$ cat config.mk
export PLATFORM = sky130hd
export DESIGN_NAME = load_store_unit
export DESIGN_NICKNAME = d
export VERILOG_FILES = /design/src/rtl/lsu_pkg.sv /design/src/rtl/lsu_load_align.sv /design/src/rtl/load_store_unit.sv
export SDC_FILE = /design/constraint.sdc
export NUM_CORES = 1
export LEC_CHECK = 0
export CAP_MARGIN = 10
export CORE_MARGIN = 3
export CORE_UTILIZATION = 51
export CTS_CLUSTER_SIZE = 30
export DETAILED_ROUTE_END_ITERATION = 10
export PLACE_DENSITY = 0.83
export SETUP_SLACK_MARGIN = 0.15
export SYNTH_ARGS = -nofsm -noshare
export SYNTH_HDL_FRONTEND = slang
export SYNTH_HIERARCHICAL = 1
export SYNTH_SLANG_ARGS = --single-unit
$ cat constraint.sdc
create_clock -name clk -period 6 [get_ports clk]
set_input_delay 0.9 -clock clk [delete_from_list [all_inputs] [get_ports clk]]
set_output_delay 0.9 -clock clk [all_outputs]
set_load 0.02 [all_outputs]
$ cat src/rtl/lsu_pkg.sv
// Shared constants, FSM encoding and access-size helpers for the load/store unit.
package lsu_pkg;

   localparam logic [2:0] F3_B  = 3'b000;
   localparam logic [2:0] F3_H  = 3'b001;
   localparam logic [2:0] F3_W  = 3'b010;
   localparam logic [2:0] F3_D  = 3'b011;
   localparam logic [2:0] F3_BU = 3'b100;
   localparam logic [2:0] F3_HU = 3'b101;
   localparam logic [2:0] F3_WU = 3'b110;

   localparam logic [2:0] ST_IDLE  = 3'd0;
   localparam logic [2:0] ST_ISSUE = 3'd1;
   localparam logic [2:0] ST_WAIT  = 3'd2;
   localparam logic [2:0] ST_WB    = 3'd3;
   localparam logic [2:0] ST_ERR   = 3'd4;

   typedef enum logic [2:0] {
      IDLE  = ST_IDLE,
      ISSUE = ST_ISSUE,
      WAIT  = ST_WAIT,
      WB    = ST_WB,
      ERR   = ST_ERR
   } lsu_state_e;

   // funct3[1:0] encodes log2 of the access size for both loads and stores
   function automatic logic [7:0] size_mask(input logic [1:0] size);
      case (size)
         2'b00:   return 8'h01;
         2'b01:   return 8'h03;
         2'b10:   return 8'h0F;
         default: return 8'hFF;
      endcase
   endfunction

   function automatic logic misaligned(input logic [1:0] size, input logic [2:0] off);
      case (size)
         2'b00:   return 1'b0;
         2'b01:   return off[0];
         2'b10:   return |off[1:0];
         default: return |off;
      endcase
   endfunction

endpackage

$ cat src/rtl/lsu_load_align.sv
// Load-data path: moves the addressed bytes down to bit 0 and sign/zero extends by funct3.
module lsu_load_align
   import lsu_pkg::*;
#(
   parameter int XLEN = 64
) (
   input  logic [XLEN-1:0] mem_rdata,
   input  logic [2:0]      off,
   input  logic [2:0]      funct3,
   output logic [XLEN-1:0] load_data
);

   logic [XLEN-1:0] d;

   assign d = mem_rdata >> {off, 3'b000};

   always_comb begin
      load_data = d;
      case (funct3)
         F3_B:    load_data = {{(XLEN-8){d[7]}},   d[7:0]};
         F3_H:    load_data = {{(XLEN-16){d[15]}}, d[15:0]};
         F3_W:    load_data = {{(XLEN-32){d[31]}}, d[31:0]};
         F3_BU:   load_data = {{(XLEN-8){1'b0}},   d[7:0]};
         F3_HU:   load_data = {{(XLEN-16){1'b0}},  d[15:0]};
         F3_WU:   load_data = {{(XLEN-32){1'b0}},  d[31:0]};
         default: load_data = d;
      endcase
   end

endmodule

$ cat src/rtl/load_store_unit.sv
// Memory stage: one outstanding load/store on a valid/ready data port, with
// aligned/extended load write-back into the register file.
module load_store_unit
   import lsu_pkg::*;
#(
   parameter int XLEN   = 64,
   parameter int STRB_W = XLEN / 8
) (
   input  logic              clk,
   input  logic              rst_n,
   input  logic              req_valid,
   output logic              req_ready,
   input  logic              is_load,
   input  logic              is_store,
   input  logic [2:0]        funct3,
   input  logic [XLEN-1:0]   addr,
   input  logic [XLEN-1:0]   store_data,
   input  logic [4:0]        rd_in,
   output logic              mem_req_valid,
   input  logic              mem_req_ready,
   output logic              mem_we,
   output logic [XLEN-1:0]   mem_addr,
   output logic [XLEN-1:0]   mem_wdata,
   output logic [STRB_W-1:0] mem_wstrb,
   input  logic              mem_rsp_valid,
   input  logic [XLEN-1:0]   mem_rdata,
   output logic [4:0]        rd,
   output logic              RegWrite,
   output logic [XLEN-1:0]   write_data,
   output logic              misalign_err
);

   lsu_state_e      state_reg, state_next;
   logic            is_load_reg;
   logic [2:0]      funct3_reg;
   logic [XLEN-1:0] addr_reg;
   logic [XLEN-1:0] store_data_reg;
   logic [4:0]      rd_in_reg;
   logic [XLEN-1:0] load_data_reg;
   logic [XLEN-1:0] aligned_data;
   logic            accept;
   logic            illegal;
   logic            issue_store;

   assign accept = req_valid && (state_reg == IDLE);

   always_comb begin
      illegal = (is_load == is_store)
             || (is_load && (funct3 == 3'b111))
             || (is_store && funct3[2])
             || misaligned(funct3[1:0], addr[2:0]);
   end

   always_comb begin
      state_next = state_reg;
      case (state_reg)
         IDLE:    if (req_valid) state_next = illegal ? ERR : ISSUE;
         ISSUE:   if (mem_req_ready) state_next = is_load_reg ? WAIT : IDLE;
         WAIT:    if (mem_rsp_valid) state_next = WB;
         WB:      state_next = IDLE;
         ERR:     state_next = IDLE;
         default: state_next = IDLE;
      endcase
   end

   always_ff @(posedge clk or negedge rst_n) begin
      if (!rst_n) begin
         state_reg      <= IDLE;
         is_load_reg    <= 1'b0;
         funct3_reg     <= 3'b000;
         addr_reg       <= '0;
         store_data_reg <= '0;
         rd_in_reg      <= 5'd0;
         load_data_reg  <= '0;
      end else begin
         state_reg <= state_next;
         if (accept) begin
            is_load_reg    <= is_load;
            funct3_reg     <= funct3;
            addr_reg       <= addr;
            store_data_reg <= store_data;
            rd_in_reg      <= rd_in;
         end
         // Capture the already-extended value so WB is a pure register output
         if ((state_reg == WAIT) && mem_rsp_valid) begin
            load_data_reg <= aligned_data;
         end
      end
   end

   lsu_load_align #(
      .XLEN(XLEN)
   ) u_load_align (
      .mem_rdata(mem_rdata),
      .off      (addr_reg[2:0]),
      .funct3   (funct3_reg),
      .load_data(aligned_data)
   );

   assign issue_store   = (state_reg == ISSUE) && !is_load_reg;

   assign req_ready     = (state_reg == IDLE);
   assign mem_req_valid = (state_reg == ISSUE);
   assign mem_we        = issue_store;
   assign mem_addr      = (state_reg == ISSUE) ? {addr_reg[XLEN-1:3], 3'b000} : '0;
   assign mem_wdata     = issue_store ? (store_data_reg << {addr_reg[2:0], 3'b000}) : '0;
   assign mem_wstrb     = issue_store ? (size_mask(funct3_reg[1:0]) << addr_reg[2:0]) : '0;

   assign rd            = (state_reg == WB) ? rd_in_reg : 5'd0;
   assign RegWrite      = (state_reg == WB) && (rd_in_reg != 5'd0);
   assign write_data    = (state_reg == WB) ? load_data_reg : '0;
   assign misalign_err  = (state_reg == ERR);

endmodule

==> results.md, run 1 <==
* Status: finished, final reports clean
* CTS tree: done
* Synth top area cells: dfrtp_1 40%, mux2_2 22%, and2_1 7.0%, mux4_2 5.5%, mux2i_1 3.6%
* Xor-xnor portion of the synthesized cell area at 0%
* Antenna-violating nets left at 0
* Crit path cell chain: or4b_4, inv_2, nand2_2, o32ai_1, clkdlybuf4s50_1
* Number of synthesized flops with an enable pin at 0
* Global Route Usage Sum at 33.5%
* Vias in the first global route at 11.5k
* Total Nets Final at 1722
* Placed cell areas at between 0.015 and 0.02 mm^2
* Post-CTS sizing at 0
* Distinct cells, synth at just over 60
* P&R area growth vs syn at 38.7%
* Routed vias at 11.4k
* FF-to-FF End: load_data_reg[48]$_DFFE_PN0P_
* Clk slew on worst S/H paths at 0.06 ns
* Final setup margin at 1.47 ns
* Power per cell area at 485 mW/mm^2
* Main combinational cell family by area after synthesis: multiplexers
* Synth Flop Type: dfrtp_1
* Reg2reg setup slack at roughly 1.8 ns
* Avg WL per Cell at 25.0 um
* CP Capture Type: primary output
* Initial antenna violation count at 9
* Final std cell area, no fill at 0.0177 mm^2
* Dpl ws at 2.03 ns
* Max_cap viols at 0
* Worst skew pair latency at 0.52 ns
* Synth top area share at 40.0%
* Final Total Pwr at 8.59 mW
* Row cnt at 57
* Die ar. at 0.0270 mm^2
* Required @ worst endpoint at 5.10 ns
* Critical path's top delay family: simple AND/OR/NAND/NOR gates
* Post-synthesis sequential area ratio at about 40%
* Part of the power in registers at 31.3%
* R2R depth at 6
* Clock power frac at between 10% and 20%
* RSZ-0062 raised after global routing: no
* Simple-gate share of the synthesized area at about 17%
* Placed cells at approximately 1.8k
* Setup Total Neg Slack at 0 ns
* Post-Syn Area at 0.0128 mm^2
* First-pass GRT wire length at just under 70 mm
* Layout cells sized above 1 at 23.1%
* Combinational share of power at 51.5%
* Slew Limit Fails at 0
* CTS Hold Bufs at 0
* Max VDD drop at 0.285 mV
* CP max-delay cell: or4b_4
* CP max stage delay at 0.78 ns
* Pin count of the biggest net entering global routing at 87
* Initial Util at 52.2%
* Routability cong. at 1.02
* Initial DRC Count at 1175
* Final core utilization at 72.4%
* CTS root buf: clkbuf_16
* Top Ports at about 420
* DR vias/cell at 6.10
* WHS at 0.387 ns
* Worst setup path class: register to primary output
* Clk buf depth at 3
* Avg Synthesized Cell Area at 10.9 um^2
* Port buffer count at 413
* Minimum clock period after layout at 4.53 ns
* Sw Share at 40.0%
* Drt total wl at 46.5 mm
* Cell Int Power at between 5 and 6 mW
* Pre-Repair DR Iteration Count at 5
* Post-CTS setup buffer count at 0
* # fillers at approximately 1.8k
* Hpwl dp at 34.3 mm
* CP startpoint kind: register
* Grt total ovfl at 0
* Sink Count at 204
* Fin crit share at 75.4%
* Fmax at 221 MHz
* Post-Synth Adder-Cell Area at 0%
* Worst-path maximum fanout at 29
* Compound-cell area share of the yosys netlist at 7.40%
* Core area at 0.0245 mm^2
* Yosys warnings at 6
* Synth Instances at 1173
* Crit path DAT at 3.63 ns
* Reg2reg start: addr_reg[2]$_DFFE_PN0P_
* Die W at approximately 160 um
* Num CTS Buffers at 24
* Clock skew at 0.0165 ns
* Mux contribution to synthesized area at 31.5%
* Final Hold Vio Count at 0
* Max-Slew Margin vs Limit at 13.9%
* Die Ht at about 160 um
* Final number of setup-violating endpoints at 0
* Worst hold path type: input pin to asynchronous set/reset pin
* Async SR Flop Fraction at 100%
* Tightest Pin Transition at 1.29 ns
* Pleak at 7.20 nW
* Post-synth top area cell: dfrtp_1
* WP buf/inv at 2
* Cell Count, Final, Fillers Out at 1863
* Sw power at roughly 3.4 mW
* DRC Markers at 0
* H-tree levels at 1
* Seq cells post-synth at 204
-- layout by cell type, fill, tap and decap left out, types with 23 or more instances in the layout --
cell / count
and2_1: 142
clkbuf_16: 25
clkdlybuf4s50_1: 412
dfrtp_1: 201
mux2_2: 254
mux2i_1: 46
mux4_2: 31
nand2_1: 81
nand4_1: 30
nor2_1: 43
o21ai_0: 26
o22ai_1: 23
-- layout make-up --
type,count,area (um^2),area share (%)
Multi-Input combinational cell,854,7130,40.3
Sequential cell,204,5110,28.9
Timing Repair Buffer,425,4230,23.9
Clock buffer,35,703,3.97
Tap cell,324,405,2.29
Clock inverter,6,85.1,0.480
Inverter,6,22.5,0.127
Antenna cell,9,22.5,0.127
-- per-layer routing --
| metal | global-route usage (%) | vias up | part of all wire, % |
|---|---|---|---|
| met2 | 54.5 | 681 | 47 |
| met1 | 42.0 | 5630 | 38 |
| met4 | 16.5 | 0 | 5.6 |
| li1 | - | 4931 | - |
| met5 | 0 | - | 0 |
| met3 | 8.02 | 129 | 9.5 |
-- logic make-up (layout without fill, tap and decap cells) --
kind of cell / count (synthesis) / after routing
muxes: 331 / 331
other: 1 / 12
and+or+nand+nor: 385 / 385
AOI/OAI and AO/OA: 135 / 135
buffers and inverters: 117 / 472
DFF: 204 / 204
-- worst max path at each step --
stage / startpoint / endpoint / slack (ns) / cells past startpoint
final: state_reg[1]$_DFFE_PN0P_ / mem_wdata[43] / 1.47 / 5
after global routing: state_reg[1]$_DFFE_PN0P_ / mem_wdata[43] / 1.34 / 5
after CTS: state_reg[1]$_DFFE_PN0P_ / mem_wdata[43] / 1.52 / 5
after detailed placement: addr_reg[2]$_DFFE_PN0P_ / load_data_reg[49]$_DFFE_PN0P_ / 2.03 / 6
after global placement: state_reg[1]$_DFFE_PN0P_ / mem_wdata[43] / 2.03 / 5
after floorplan: state_reg[2]$_DFFE_PN0P_ / mem_wdata[31] / 3.09 / 7
-- Yosys cell counts (21+ instances only) --
cell and n:
o22ai_1 23, mux2_2 254, buf_2 42, dfrtp_1 204, and2_1 143, mux4_2 31
nand2_1 81, o21ai_0 26, nor2_1 43, nand4_1 30, a21oi_1 21, mux2i_1 46
clkbuf_1 45
-- power by group through the flow --
stage               clock network [mW]  logic, mW  registers (mW)
floorplan                            0       3.34            2.35
global placement                     0       4.28            2.64
detailed placement                   0       4.36            2.68
CTS                               1.49       4.39            2.67
global route                      1.55       4.73            2.77
finish                            1.48       4.43            2.68
No activity file was read; power rests on OpenSTA's default activity.
==> run 2: changes to the inputs <==
--- a/config.mk
+++ b/config.mk
@@ -7,10 +7,10 @@
 export LEC_CHECK = 0
 export CAP_MARGIN = 10
 export CORE_MARGIN = 3
-export CORE_UTILIZATION = 51
+export CORE_UTILIZATION = 47
 export CTS_CLUSTER_SIZE = 30
 export DETAILED_ROUTE_END_ITERATION = 10
-export PLACE_DENSITY = 0.83
+export PLACE_DENSITY = 0.78
 export SETUP_SLACK_MARGIN = 0.15
 export SYNTH_ARGS = -nofsm -noshare
 export SYNTH_HDL_FRONTEND = slang
==> constraint.sdc (replaced) <==
create_clock -name clk -period 4.2 [get_ports clk]
set_input_delay 0.63 -clock clk [delete_from_list [all_inputs] [get_ports clk]]
set_output_delay 0.63 -clock clk [all_outputs]
set_load 0.02 [all_outputs]
==> run 2 against run 1 <==
Core utilization shrank 4.6 points. Global-route usage shrank 2.2 points. Critical endpoint is now mem_wdata[31]. Die area grew 8.2%.
==> results.md, run 2 (synthesis gave the netlist of run 1 again) <==
* Post-CTS setup buffer count at 0
* Critical path's top delay family: buffers and inverters
* Initial antenna violation count at 7
* H-tree levels at 1
* CP Capture Type: primary output
* Global Route Usage Sum at 31.3%
* # fillers at between 2k and 2.5k
* Minimum clock period after layout at 3.89 ns
* First-pass GRT wire length at ~70 mm
* Routability cong. at 1.09
* M1 GR Usage at 40.9%
* Die Ht at 171 um
* RSZ-0062 raised after global routing: no
* Avg WL per Cell at 25.0 um
* Worst hold path type: input pin to asynchronous set/reset pin
* CTS tree: done
* WP buf/inv at 2
* Crit path depth at 5
* Drt total wl at 47.0 mm
* Setup Total Neg Slack at 0 ns
* Status: finished, final reports clean
* R2R depth at 7
* Met3 Use GR at a little under a tenth
* Initial Util at roughly 48%
* Pin count of the biggest net entering global routing at 108
* Most common cell after layout, fill and taps aside: clkdlybuf4s50_1
* CTS root buf: clkbuf_16
* Clk slew on worst S/H paths at 0.06 ns
* Placed cell areas at 0.0170 mm^2
* Required @ worst endpoint at 3.57 ns
* Core area at 0.0264 mm^2
* Max VDD drop at 0.496 mV
* Final std cell area, no fill at roughly 0.018 mm^2
* Top Ports at around 420
* Pre-Repair DR Iteration Count at 6
* Crit path DAT at ~3.3 ns
* Hpwl dp at approximately 35 mm
* Slew Limit Fails at 0
* Row cnt at slightly below 60
* Total Nets Final at 1732
* Final Hold Vio Count at 0
* Max_cap viols at 0
* Reg2reg setup slack at 0.97 ns
* CP max stage delay at 0.70 ns
* CTS Hold Bufs at 0
* Port buffer count at 413
* Vias in the first global route at 11.4k
* Clk buf depth at 3
* Reg2reg start: addr_reg[2]$_DFFE_PN0P_
* FF-to-FF End: load_data_reg[54]$_DFFE_PN0P_
* Num CTS Buffers at 24
* Layout cells sized above 1 at a little under a quarter
* Clock skew at 0.0245 ns
* Worst setup path class: register to primary output
* Crit path cell chain: or4b_4, inv_2, nand2_2, a211oi_1, clkdlybuf4s50_1
* Worst skew pair latency at 0.53 ns
* GR Util met2 at about 50%
* Pleak at 7.29 nW
* Sink Count at 204
* P&R area growth vs syn at 40.0%
* Antenna-violating nets left at 0
* Tightest Pin Transition at 0.930 ns
* Most frequent cells in the layout: 412 x clkdlybuf4s50_1, 254 x mux2_2, 201 x dfrtp_1
* Die W at 171 um
* Routed vias at around 11k
* Fin crit share at approximately 93%
* CP startpoint kind: register
* Power per cell area at 696 mW/mm^2
* Worst-path maximum fanout at 19
* GRT busiest layer: met2
* Final number of setup-violating endpoints at 0
* Initial DRC Count at 1148
* Fmax at 257 MHz
* Grt total ovfl at 0
* Post-CTS sizing at 0
* DR vias/cell at just under 6
* Die ar. at 0.0292 mm^2
* CP max-delay cell: clkdlybuf4s50_1
* DRC Markers at 0
* Max-Slew Margin vs Limit at 38.0%
## run 2: changes by cell type in the layout (fill, tap and decap cells not counted), sizes merged
cell / delta
buf: +10
bufinv: +1
clkbuf: -2
clkinv: +2
clkinvlp: -2
diode: -2
inv: +1
## run 2: metal layers
layer	up-vias	wire length (um)
met5	-	0
met4	0	1810
met3	96	4940
met2	638	21800
met1	5503	18400
li1	4943	-
## run 2: how the worst max path moves through the flow
stage / start / end / slack [ns]
floorplan: state_reg[2]$_DFFE_PN0P_ / mem_wdata[31] / 1.56
global placement: state_reg[1]$_DFFE_PN0P_ / mem_wstrb[1] / 0.93
detailed placement: state_reg[1]$_DFFE_PN0P_ / mem_wstrb[1] / 0.90
CTS: state_reg[1]$_DFFE_PN0P_ / mem_wstrb[1] / 0.36
global route: state_reg[1]$_DFFE_PN0P_ / mem_wstrb[1] / 0.24
finish: state_reg[1]$_DFFE_PN0P_ / mem_wdata[31] / 0.31
## run 2: layout make-up
type                    count  area [um^2]  share of cell area (%)
diodes                      7         17.5                  0.0980
clock buffers              33          706                    3.95
clock inverters             8          123                   0.686
inverters                   6         22.5                   0.126
multi-input cells         854         7130                    39.9
flip-flops and latches    204         5110                    28.6
well taps                 335          419                    2.35
repair buffers            435         4340                    24.3
## run 2: report_power, final
part | switching [mW] | leakage [nW] | internal (mW)
Clock | 0.840 | 0.410 | 1.35
Sequential | 0.874 | 2.44 | 2.96
Combinational | 3.23 | 4.43 | 3.18
## run 2: stage by stage
stage	setup WS (ns)	util (%)	total power [mW]	cells	hold slack (ns)
2_1_floorplan	1.56	-	8.12	1175	0.334
3_3_place_gp	0.932	64.6	10.0	1834	0.481
3_5_place_dp	0.898	64.6	10.1	1834	0.487
4_1_cts	0.359	67.7	12.4	1875	0.266
5_1_grt	0.245	67.8	13.1	1882	0.286
6_report	0.307	67.8	12.4	1882	0.213
==> RTL edit 1 (config.mk and constraints of run 2) <==
Reset style: synchronous (`rst_n`), changed in one clocked block.
--- a/src/rtl/load_store_unit.sv
+++ b/src/rtl/load_store_unit.sv
@@ -63,7 +63,7 @@
       endcase
    end
 
-   always_ff @(posedge clk or negedge rst_n) begin
+   always_ff @(posedge clk) begin
       if (!rst_n) begin
          state_reg      <= IDLE;
          is_load_reg    <= 1'b0;
Formal check against the unedited RTL: differs if rst_n is asserted again (counterexample within 4 cycles, from zero or initial values and one cycle with rst_n low); with rst_n held inactive, the same outputs for 4 cycles.
==> RTL edit 1 against run 2 <==
  * Sequential cell count did not move
  * Via count rose by 16%
  * Wire length rose by 0.28%
  * Setup slack improved by 0.042 ns
  * Sequential share of layout area fell by 5.3 points
  * Highest routed layer is now met5
  * Register-to-register slack got worse by 0.07 ns
  * Global-route usage fell by 0.28 points
  * Area after synthesis fell by 0.62%
  * First-iteration DRC count rose by 6.7%
  * Design area fell by 1.6%
Power is not compared: it rests on default switching activity, and its combinational part moved more than twofold at a synthesized area within 25%.
==> RTL edit 1: results (changes against run 2) <==
* Net count, final at 2105 (was 1732)
* First-pass GRT wire length at 71.55 mm (was 70.52 mm)
* Top Layer Used: met5 (was met4)
* Met3 wirelength from detailed routing at 4.663 mm (was 4.942 mm)
* Status: finished, final reports clean (unchanged)
* Share of cells above drive strength 1 at 8.407% (was 23.83%)
* Top area cells in the synthesized netlist: sky130_fd_sc_hd__dfxtp_1, sky130_fd_sc_hd__nand2_1, sky130_fd_sc_hd__a21boi_0, sky130_fd_sc_hd__and2_1, sky130_fd_sc_hd__mux4_2 (was sky130_fd_sc_hd__dfrtp_1, sky130_fd_sc_hd__mux2_2, sky130_fd_sc_hd__and2_1, sky130_fd_sc_hd__mux4_2, sky130_fd_sc_hd__mux2i_1)
* Non-Filler Instances at 2255 (was 1882)
* Starting DRT DRC Count at 1225 (was 1148)
* Most numerous cell types in the synthesized netlist: sky130_fd_sc_hd__nand2_1, sky130_fd_sc_hd__dfxtp_1, sky130_fd_sc_hd__a21boi_0, sky130_fd_sc_hd__and2_1, sky130_fd_sc_hd__clkbuf_1 (was sky130_fd_sc_hd__mux2_2, sky130_fd_sc_hd__dfrtp_1, sky130_fd_sc_hd__and2_1, sky130_fd_sc_hd__nand2_1, sky130_fd_sc_hd__mux2i_1)
* Ys async rst share at 0% (was 100.0%)
* Critical path arrival at 3.22 ns (was 3.26 ns)
* Total placed cells including tap cells at 2207 (was 1834)
* Via count of the first global-routing pass at 12672 (was 11393)
* Drt first pass iters at 5 (was 6)
* Detailed placement HPWL at 34.31 mm (was 34.92 mm)
* FILL cells at 2239 (was 2002)
* Wire per inst at 20.89 um (was 24.95 um)
* Global-route usage over all layers at 31.06% (was 31.34%)
* Metal2 WL at 22.20 mm (was 21.82 mm)
* Synth cell types at 64 (was 61)
* M1 wire length at 17.83 mm (was 18.39 mm)
* Commonest register cell after synthesis: sky130_fd_sc_hd__dfxtp_1 (was sky130_fd_sc_hd__dfrtp_1)
* Post-Syn Instances at 1585 (was 1173)
* Worst-Margin Slew at 1.059 ns (was 0.9301 ns)
* Sequential fraction of the synthesis area at 32.19% (was 39.99%)
* Worst hold path class: reg2reg (was in2async)
* Gp weighted congestion at 1.020 (was 1.086)
* Worst clock skew at 0.02367 ns (was 0.02454 ns)
RTL edit 1: cell types whose count changed after synthesis, moves of 29 or more:
cell                       before  now
sky130_fd_sc_hd__mux2_2       254   36
sky130_fd_sc_hd__dfrtp_1      204    0
sky130_fd_sc_hd__clkbuf_1      45   74
sky130_fd_sc_hd__nand2_1       81  458
sky130_fd_sc_hd__a21boi_0       0  180
sky130_fd_sc_hd__dfxtp_1        0  204
RTL edit 1: critical path: stages (launching register included):
cell and delay (ns):
sky130_fd_sc_hd__dfxtp_1 0.44, sky130_fd_sc_hd__or4b_4 0.66, sky130_fd_sc_hd__clkinv_2 0.13, sky130_fd_sc_hd__nand2_4 0.25, sky130_fd_sc_hd__o32ai_1 0.50, sky130_fd_sc_hd__clkdlybuf4s50_1 0.69
RTL edit 1: through the flow:
| step | util (%) | area, um2 | worst slack, ns |
|---|---|---|---|
| finish | 66.89 | 17580 | 0.3485 |
| global route | 66.86 | 17570 | 0.1964 |
| CTS | 66.83 | 17560 | 0.2274 |
| detailed placement | 63.87 | 16780 | 0.8293 |
| global placement | 63.87 | 16780 | 0.8742 |
| floorplan | - | 12690 | 1.559 |
RTL edit 1: power by group through the flow:
stage                     Combinational (uW)  Sequential (uW)  Clock (uW)
final                                   1030             2130        2060
after global routing                    1100             2140        2170
after CTS                               1020             2130        2100
after detailed placement                1010             2170           0
after global placement                  1000             2170           0
after floorplan                          654             2110           0
RTL edit 1: cell type report:
class	count	share of cell area, %
multi-input cells	1224	44.94
clock inverters	10	0.5410
diodes	5	0.07118
well taps	335	2.385
flip-flops and latches	204	23.29
inverters	8	0.1779
repair buffers	436	24.70
clock buffers	33	3.894
RTL edit 1: path summary, 6_finish.rpt:
| check | depth (start not counted) | slack [ns] | endpoint | startpoint |
|---|---|---|---|---|
| setup / recovery | 5 | 0.35 | mem_wdata[56] | state_reg[2] |
| hold / removal | 2 | 0.45 | addr_reg[56] | addr_reg[56] |
| setup reg to reg | 8 | 0.90 | load_data_reg[62] | addr_reg[1] |
| hold reg to reg | 2 | 0.45 | addr_reg[56] | addr_reg[56] |
RTL edit 1: kinds of logic (layout without fill, tap and decap cells):
family                 count (synthesis)  after routing  synth area share (%)
AND/OR/NAND/NOR                      765            765                 28.09
AO/OA/AOI/OAI                        316            316                 18.61
flip-flops                           204            204                 32.19
buffers and inverters                159            487                 5.937
multiplexers                         140            140                 15.15
other                                  1              8               0.02956
RTL edit 1: metal layers:
layer,track usage [%],vias to the layer above
met5,0,-
met4,13.72,6
met3,8.107,146
met2,52.24,679
met1,37.48,6107
li1,-,6048
==> RTL edit 2 (config.mk and constraints of run 2) <==
Without the edit above. Put a register stage on the output `misalign_err`, with the module's reset. The value now appears one clock later. The other outputs are not delayed to match.
--- a/src/rtl/load_store_unit.sv
+++ b/src/rtl/load_store_unit.sv
@@ -109,7 +109,13 @@
    assign rd            = (state_reg == WB) ? rd_in_reg : 5'd0;
    assign RegWrite      = (state_reg == WB) && (rd_in_reg != 5'd0);
    assign write_data    = (state_reg == WB) ? load_data_reg : '0;
-   assign misalign_err  = (state_reg == ERR);
+   always_ff @(posedge clk or negedge rst_n) begin
+      if (!rst_n) begin
+         misalign_err <= '0;
+      end else begin
+         misalign_err <= (state_reg == ERR);
+      end
+   end
 
 endmodule
 
Check against the original RTL: not equivalent (Yosys sat finds a counterexample within 4 cycles, from zero or initial values and one cycle with rst_n low).
==> RTL edit 2 against run 2 <==
  * Via count decreased by 2.6%
  * Area after synthesis increased by 0.19%
  * Power increased by 1.6%
  * Sequential cell count increased by 1
  * Design area decreased by 0.13%
  * Wire length decreased by 3.7%
  * Maximum frequency decreased by 2.0%
  * Largest power group unchanged
  * Setup slack got worse by 0.081 ns
==> RTL edit 2: results (changes against run 2) <==
* Global-route usage over all layers at 29.75% (was 31.34%)
* Starting DRT DRC Count at 1260 (was 1148)
* Pin count of the biggest net entering global routing at 124 (was 108)
* Static leakage power at 0.007302 uW (was 0.007289 uW)
* Highest net fanout along the worst path at 51 (was 19)
* Rel. slew slack at 29.14% (was 37.99%)
* Status: finished, final reports clean (unchanged)
* Net count, final at 1698 (was 1732)
* M1 wire length at 17.52 mm (was 18.39 mm)
* Met1 usage in global routing at 38.06% (was 40.91%)
* Detailed placement HPWL at 33.01 mm (was 34.92 mm)
* Maximum vdd drop at 0.5013 mV (was 0.4961 mV)
* Synth cell types at 54 (was 61)
* Met3 wirelength from detailed routing at 4.063 mm (was 4.942 mm)
* Top area cells in the synthesized netlist: sky130_fd_sc_hd__dfrtp_1, sky130_fd_sc_hd__mux2_2, sky130_fd_sc_hd__and2_1, sky130_fd_sc_hd__mux4_2, sky130_fd_sc_hd__mux2i_1 (unchanged)
* Worst clock skew at 0.01634 ns (was 0.02454 ns)
* Power consumed by the clock network at 2260 uW (was 2190 uW)
* Share of cells above drive strength 1 at 23.54% (was 23.83%)
* Area fraction in compound gates after synthesis at 6.476% (was 7.400%)
* Drt first pass iters at 5 (was 6)
* Overall routed net length at 45.23 mm (was 46.97 mm)
* Top Layer Used: met5 (was met4)
* Proportion of total power due to net switching at 39.62% (was 39.80%)
* Sequential fraction of the synthesis area at 40.11% (was 39.99%)
* First-pass GRT wire length at 66.86 mm (was 70.52 mm)
* Global routing usage on met3 at 7.417% (was 9.104%)
-- RTL edit 2: cell types whose count changed in the layout (fill, tap and decap cells not counted), sizes merged, moves of 8 or more --
cell     before  now
nand2b       12    3
o2bb2ai       9   23
mux2i        46   62
nor2         43   57
o22ai        23    1
mux2        254  239
a311oi        8    0
nand2        82   57
a21oi        21    6
o32ai         8   17
-- RTL edit 2: per-stage QoR --
step | instances | power, uW | cell area [um2]
3_5_place_dp | 1800 | 10290 | 16990
5_1_grt | 1845 | 13300 | 17850
2_1_floorplan | 1143 | 8210 | 12800
3_3_place_gp | 1800 | 10160 | 16990
4_1_cts | 1843 | 12610 | 17840
6_report | 1845 | 12630 | 17850
-- RTL edit 2: area by class of cell --
type	count	area [um2]
Tap cell	335	419.2
Sequential cell	205	5137
Fill cell	2025	8581
Antenna cell	2	5.005
Multi-Input combinational cell	823	7087
Timing Repair Buffer	431	4323
Clock inverter	10	136.4
Inverter	6	23.77
Clock buffer	33	715.7
-- RTL edit 2: worst paths after layout --
kind	start	to	slack, ns	depth (start not counted)
worst min-delay path	rst_n	load_data_reg[20]	0.26	1
min in group clk	load_data_reg[35]	load_data_reg[35]	0.50	1
worst max register to register	addr_reg[0]	load_data_reg[58]	0.86	7
worst min register to register	load_data_reg[35]	load_data_reg[35]	0.50	1
worst max-delay path	state_reg[1]	mem_wdata[54]	0.23	5
max in group asynchronous	rst_n	store_data_reg[35]	2.94	2
-- RTL edit 2: critical path, stage by stage (launching register included) --
cell                              delay, ns
sky130_fd_sc_hd__dfrtp_1               0.49
sky130_fd_sc_hd__or4b_4                0.66
sky130_fd_sc_hd__clkinv_2              0.12
sky130_fd_sc_hd__nand2_4               0.29
sky130_fd_sc_hd__o32ai_1               0.54
sky130_fd_sc_hd__clkdlybuf4s50_1       0.70
